<file path="src/rtl/read_burst_controller.sv">
// Register-read burst responder between the UART packet receiver and transmitter.
// Optional macro READ_BURST_DROP_COUNT_EN adds a saturating dropped-request counter.
package read_burst_pkg;

    typedef struct packed {
        logic [7:0] Source;
        logic [7:0] Destination;
        logic [7:0] Length;
        logic       SoP;
        logic       EoP;
        logic [7:0] Data;
        logic       Valid;
    } UART_PACKET;

endpackage

module read_burst_controller
    import read_burst_pkg::*;
#(
    parameter int unsigned DATA_BYTES   = 4,
    parameter int unsigned ADDR_W       = 8,
    parameter int unsigned READ_LATENCY = 1,
    parameter int unsigned MAX_BURST    = 8,
    parameter logic [7:0]  LOCAL_ADDR   = 8'h00
) (
    input  logic                    ipClk,
    input  logic                    ipReset,
    input  UART_PACKET              ipRxStream,
    input  logic                    ipTxReady,
    input  logic [8*DATA_BYTES-1:0] ipReadData,
    output logic [ADDR_W-1:0]       opReadAddress,
    output UART_PACKET              opTxStream,
    output logic                    opBusy
`ifdef READ_BURST_DROP_COUNT_EN
    ,
    output logic [7:0]              opDropCount
`endif
);

    localparam int unsigned DW     = 8 * DATA_BYTES;
    localparam logic [7:0]  LAST_B = 8'(DATA_BYTES - 1);

    typedef enum logic [1:0] {
        IDLE,
        GET_COUNT,
        READ_WAIT,
        SEND
    } state_t;

    state_t            state_q, state_d;
    logic [ADDR_W-1:0] addr_q, addr_d;
    UART_PACKET        tx_q, tx_d;
    logic              busy_q, busy_d;
    logic [7:0]        req_q, req_d;
    logic [7:0]        words_q, words_d;
    logic [7:0]        wcnt_q, wcnt_d;
    logic [7:0]        bcnt_q, bcnt_d;
    logic [2:0]        lat_q, lat_d;
    logic              got_q, got_d;
    logic              armed_q, armed_d;
    logic [DW-1:0]     shift_q, shift_d;

    logic              req_hit;
    logic              last_b;
    logic              last_w;
    logic [7:0]        n_sel;

    function automatic logic [7:0] clamp_n(input logic [7:0] b);
        if (b == 8'd0) begin
            return 8'd1;
        end else if (b > 8'(MAX_BURST)) begin
            return 8'(MAX_BURST);
        end
        return b;
    endfunction

    function automatic logic [7:0] pkt_len(input logic [7:0] n);
        logic [15:0] p;
        p = 16'(n) * 16'(DATA_BYTES);
        return p[7:0];
    endfunction

    assign req_hit = ipRxStream.Valid && ipRxStream.SoP &&
                     (ipRxStream.Destination == LOCAL_ADDR);
    assign last_b  = (bcnt_q == LAST_B);
    assign last_w  = (wcnt_q == words_q - 8'd1);

    always_comb begin
        state_d  = state_q;
        addr_d   = addr_q;
        tx_d     = tx_q;
        busy_d   = busy_q;
        req_d    = req_q;
        words_d  = words_q;
        wcnt_d   = wcnt_q;
        bcnt_d   = bcnt_q;
        lat_d    = lat_q;
        got_d    = got_q;
        shift_d  = shift_q;
        n_sel    = words_q;
        // Ready low anywhere re-arms; one emit per ready-high episode.
        armed_d  = armed_q | ~ipTxReady;
        tx_d.Valid = 1'b0;
        tx_d.SoP   = 1'b0;
        tx_d.EoP   = 1'b0;

        case (state_q)
            IDLE: begin
                wcnt_d = 8'd0;
                bcnt_d = 8'd0;
                lat_d  = 3'd0;
                got_d  = 1'b0;
                if (req_hit) begin
                    addr_d  = ipRxStream.Data[ADDR_W-1:0];
                    req_d   = ipRxStream.Source;
                    busy_d  = 1'b1;
                    words_d = 8'd1;
                    if (ipRxStream.Length == 8'd1 && ipRxStream.EoP) begin
                        state_d          = READ_WAIT;
                        tx_d.Source      = LOCAL_ADDR;
                        tx_d.Destination = ipRxStream.Source;
                        tx_d.Length      = pkt_len(8'd1);
                    end else begin
                        state_d = GET_COUNT;
                    end
                end
            end

            GET_COUNT: begin
                if (ipRxStream.Valid) begin
                    if (!got_q) begin
                        n_sel   = clamp_n(ipRxStream.Data);
                        words_d = n_sel;
                        got_d   = 1'b1;
                    end
                    if (ipRxStream.EoP) begin
                        state_d          = READ_WAIT;
                        tx_d.Source      = LOCAL_ADDR;
                        tx_d.Destination = req_q;
                        tx_d.Length      = pkt_len(n_sel);
                    end
                end
            end

            READ_WAIT: begin
                if (lat_q == 3'(READ_LATENCY)) begin
                    shift_d = ipReadData;
                    lat_d   = 3'd0;
                    state_d = SEND;
                end else begin
                    lat_d = lat_q + 3'd1;
                end
            end

            SEND: begin
                if (ipTxReady && armed_q) begin
                    armed_d    = 1'b0;
                    tx_d.Valid = 1'b1;
                    tx_d.Data  = shift_q[DW-1 -: 8];
                    tx_d.SoP   = (wcnt_q == 8'd0) && (bcnt_q == 8'd0);
                    tx_d.EoP   = last_b && last_w;
                    shift_d    = shift_q << 8;
                    if (last_b) begin
                        bcnt_d = 8'd0;
                        if (last_w) begin
                            busy_d  = 1'b0;
                            state_d = IDLE;
                        end else begin
                            addr_d  = addr_q + ADDR_W'(1);
                            wcnt_d  = wcnt_q + 8'd1;
                            state_d = READ_WAIT;
                        end
                    end else begin
                        bcnt_d = bcnt_q + 8'd1;
                    end
                end
            end

            default: begin
                state_d = IDLE;
                busy_d  = 1'b0;
            end
        endcase
    end

    always_ff @(posedge ipClk or negedge ipReset) begin
        if (!ipReset) begin
            state_q <= IDLE;
            addr_q  <= '0;
            tx_q    <= '0;
            busy_q  <= 1'b0;
            req_q   <= 8'd0;
            words_q <= 8'd0;
            wcnt_q  <= 8'd0;
            bcnt_q  <= 8'd0;
            lat_q   <= 3'd0;
            got_q   <= 1'b0;
            armed_q <= 1'b0;
            shift_q <= '0;
        end else begin
            state_q <= state_d;
            addr_q  <= addr_d;
            tx_q    <= tx_d;
            busy_q  <= busy_d;
            req_q   <= req_d;
            words_q <= words_d;
            wcnt_q  <= wcnt_d;
            bcnt_q  <= bcnt_d;
            lat_q   <= lat_d;
            got_q   <= got_d;
            armed_q <= armed_d;
            shift_q <= shift_d;
        end
    end

    assign opReadAddress = addr_q;
    assign opTxStream    = tx_q;
    assign opBusy        = busy_q;

`ifdef READ_BURST_DROP_COUNT_EN
    logic [7:0] drop_q, drop_d;

    always_comb begin
        drop_d = drop_q;
        if (busy_q && req_hit && drop_q != 8'hFF) begin
            drop_d = drop_q + 8'd1;
        end
    end

    always_ff @(posedge ipClk or negedge ipReset) begin
        if (!ipReset) begin
            drop_q <= 8'd0;
        end else begin
            drop_q <= drop_d;
        end
    end

    assign opDropCount = drop_q;
`endif

endmodule

</file>
<file path="config.mk">
export PLATFORM = sky130hd
export DESIGN_NAME = read_burst_controller
export DESIGN_NICKNAME = d
export VERILOG_FILES = /design/src/rtl/read_burst_controller.sv
export SDC_FILE = /design/constraint.sdc
export NUM_CORES = 1
export LEC_CHECK = 0
export CAP_MARGIN = 10
export CORE_ASPECT_RATIO = 1.25
export CORE_MARGIN = 8
export CORE_UTILIZATION = 34
export DETAILED_ROUTE_END_ITERATION = 8
export PLACE_DENSITY = 0.61
export SYNTH_ARGS = -nofsm -noshare
export SYNTH_HDL_FRONTEND = slang
export SYNTH_SLANG_ARGS = --single-unit
</file>
<file path="constraint.sdc">
create_clock -name ipClk -period 3.35 [get_ports ipClk]
set_clock_uncertainty 0.1 [all_clocks]
set_input_delay 0.5025 -clock ipClk [delete_from_list [all_inputs] [get_ports ipClk]]
set_output_delay 0.5025 -clock ipClk [all_outputs]
set_load 0.01 [all_outputs]
</file>
==> impl_metrics.py <==
metrics = {
    "grt": {
        "grt_pass1_wl_um": 23300,
        "grt-ovfl-total": 0,
        "antenna_found_initial": 0,
        "grt_max_degree": 58,
        "grt_pass1_vias": 4586,
        "grt_usage_pct": 14.4,
    },
    "die": {
        "initial_core_util_pct": 34.9,
        "core_um2": 15000,
        "dieArea_um2": 19700,
        "ioPinCount": 114,
        "die_w_um": 127,
        "num_rows": 50,
        "die_h_um": 155,
    },
    "synth": {
        "ys.flop_type": "dfrtp_1",
        "yosys.area.top_type": "dfrtp_1",
        "ys_types": 55,
        "synth-seq-cells": 105,
        "netlist_area_um2": 5250,
        "synth_top_cell_area_share_pct": 50.1,
        "syn_inst": 578,
        "ys_seq_area_share_pct": 50.1,
        "async_flop_share_pct": 100,
        "synth_edf_count": 0,
        "synth_area_leaders": "dfrtp_1 (50%), nand2_1 (9.5%), mux2i_1 (7.3%), o21ai_0 (6.1%), nor2_1 (3.4%)",
        "synth_area_per_cell_um2": 9.07,
        "yosysWarnings": 0,
    },
    "sta": {
        "max_slew_margin_pct": 56.0,
        "tns_ns": 0,
        "fin_crit_ns": 2.83,
        "finalMaxSlewViolations": 0,
        "worst_pin_slew_ns": 0.660,
        "min_period_over_period_pct": 84.6,
        "setup_viol": 0,
        "fmax_mhz": 353,
        "rsz0062_at_grt": "no",
        "hold_viol": 0,
    },
    "clocking": {
        "cts.clk_slew.worst_paths_ns": 0.08,
        "cts_buffers": 9,
        "cts_tree": "done",
        "root_buffer": "clkbuf_16",
        "post_cts_resized": 0,
        "h-tree-depth": 3,
        "cts.path.max_buffers": 2,
        "holdBufCountCts": 0,
        "cts_setup_buffers": 0,
        "numClockSinks": 105,
        "worstSkewPairLatency_ns": 0.35,
    },
    "setup_path": {
        "r2r_end": "opReadAddress[2]",
        "reg2reg_from": "words_q[3]",
        "crit_path_end_kind": "flip-flop",
        "crit_required_ns": 3.48,
        "worst-r2r-cell-count": 7,
        "reg2reg_slack_ns": 0.52,
        "crit_fanout": 9,
        "cp-start-kind": "flip-flop",
        "crit_type": "reg -> reg",
        "cp.arrival_ns": 2.97,
    },
    "outcome": {
        "status": "complete, no violations",
    },
    "placed_design": {
        "dp_hpwl_um": 10300,
        "gp_congestion": 0.859,
        "port_buffers": 103,
        "placed_cells": 849,
    },
    "route": {
        "vias_per_cell": 5.03,
        "vias": 4348,
        "wl_per_cell_um": 16.0,
        "drc": 0,
        "wl_um": 13900,
        "ant_nets": 0,
        "drt_iter0_drc": 195,
        "dr.pass1.iters": 5,
    },
    "power_and_ir_drop": {
        "pwr-share-seq_pct": 42.3,
        "internal_power_w": 0.00280,
        "power.density_nw_per_um2": 650,
        "switchingPower_w": 0.00158,
        "power_frac_clock_pct": 23.3,
        "sw_frac_of_total_pct": 36.1,
        "combPwrFrac_pct": 34.5,
        "power.leakage_nw": 3.05,
        "ir_worst_vdd_uv": 358,
        "power_w": 0.00439,
    },
    "job": {
        "max-cap-violations": 0,
    },
    "cells_and_area": {
        "final_cells": 865,
        "layout-drive-gt1-share_pct": 6.44,
        "diodes": 0,
        "areaGrowthSynthToFinish_pct": 28.8,
        "final_util_pct": 45.0,
        "layout.nets": 754,
    },
    "min_path": {
        "hold_class": "in -> async",
    },
}
[worst max path at each step]
stage / from / end / slack [ns] / cells after the start
global route: words_q[3] / opReadAddress[2] / 0.31 / 7
floorplan: words_q[3] / opReadAddress[0] / 0.80 / 7
global placement: ipRxStream[0] / opTxStream[23] / 0.52 / 9
finish: words_q[3] / opReadAddress[2] / 0.52 / 7
CTS: words_q[3] / opReadAddress[2] / 0.52 / 7
detailed placement: ipRxStream[0] / opTxStream[21] / 0.38 / 9
[Yosys cell counts, drive strengths merged, types with 2 or more instances]
master   instances
inv             12
nand2          133
a2111oi          2
nor3b            2
xor2             7
nand3           24
clkbuf          22
nand4            8
xnor2            8
or4              2
mux2             4
o22ai            2
or2              2
ha               6
buf             13
a221oi           4
o31ai            3
o21ai           69
nor4b            4
nor3            10
and3             8
dfrtp          105
a211oi           3
a21oi           13
mux2i           38
nand2b           6
nor2            47
[cell usage in the layout, fill, tap and decap left out, types with 4 or more instances in the layout]
master           Yosys  routed
clkbuf_16            0       9
mux2_2               4       4
nand4_1              8       8
nor4b_1              4       4
and3_1               8       8
nand2b_1             6       6
dfrtp_1            105     105
a221oi_1             4       4
clkdlybuf4s50_1      0     102
ha_1                 6       6
buf_4               10      12
o21ai_1              4       4
inv_1               12      12
nand3_1             24      24
mux2i_1             38      38
o21ai_0             64      64
nand2_1            133     133
xnor2_1              8       8
nor2_1              47      46
nor3_1              10      10
conb_1               1      10
xor2_1               7       7
a21oi_1             12      12
[cell families after synthesis]
logic type	share of synthesized area, %
adders and majority gates	1.43
buffers and inverters	4.13
other	0.0715
xor gates and xnor gates	2.50
DFF	50.1
and+or+nand+nor	21.4
AOI/OAI and AO/OA	12.2
muxes	8.11
[final cells by class]
class | count | area, um^2
timing repair buffer | 115 | 1130
sequential | 105 | 2630
clock inverter | 7 | 58.8
inverter | 12 | 45.0
multi-input combinational | 435 | 2440
fill | 1464 | 8260
tap | 182 | 228
clock buffer | 9 | 225
[metal layers]
layer | global-route usage, % | up-vias | wire length [um]
met1 | 17.2 | 2064 | 6090
li1 | - | 2164 | -
met5 | 0 | - | 0
met4 | 4.60 | 0 | 179
met2 | 25.4 | 106 | 6940
met3 | 2.94 | 14 | 654
[metrics by stage]
| step | setup slack [ns] | cell area [um^2] | hold WS (ns) |
|---|---|---|---|
| CTS | 0.517 | 6750 | 0.0967 |
| global placement | 0.519 | 6470 | 0.353 |
| floorplan | 0.797 | 5280 | 0.107 |
| global route | 0.307 | 6750 | 0.124 |
| detailed placement | 0.375 | 6470 | 0.359 |
| finish | 0.515 | 6750 | 0.0745 |
[worst max-delay path, stage by stage, from the launching register on]
cell and delay [ns]:
dfrtp_1 0.46, or4_4 0.58, a2111oi_0 0.45, o21ai_1 0.18, a211oi_2 0.42, a21oi_2 0.22, nor2_1 0.18, o211ai_1 0.13
[flip-flops by register name (all words and copies together), names as in the netlist]
signal         flops
armed_q            1
bcnt_q             8
got_q              1
lat_q              3
opBusy             1
opReadAddress      8
opTxStream        25
req_q              8
shift_q           32
state_q            2
wcnt_q             8
words_q            8
[power by group through the flow]
stage	sequential, W	combinational, W	clock [W]
after CTS	0.00185	0.00153	0.00105
after detailed placement	0.00188	0.00153	0
after global placement	0.00186	0.00149	0
after floorplan	0.00184	0.000959	0
after global routing	0.00191	0.00170	0.00109
final	0.00185	0.00151	0.00102
Power figures use the tool's default switching activity.
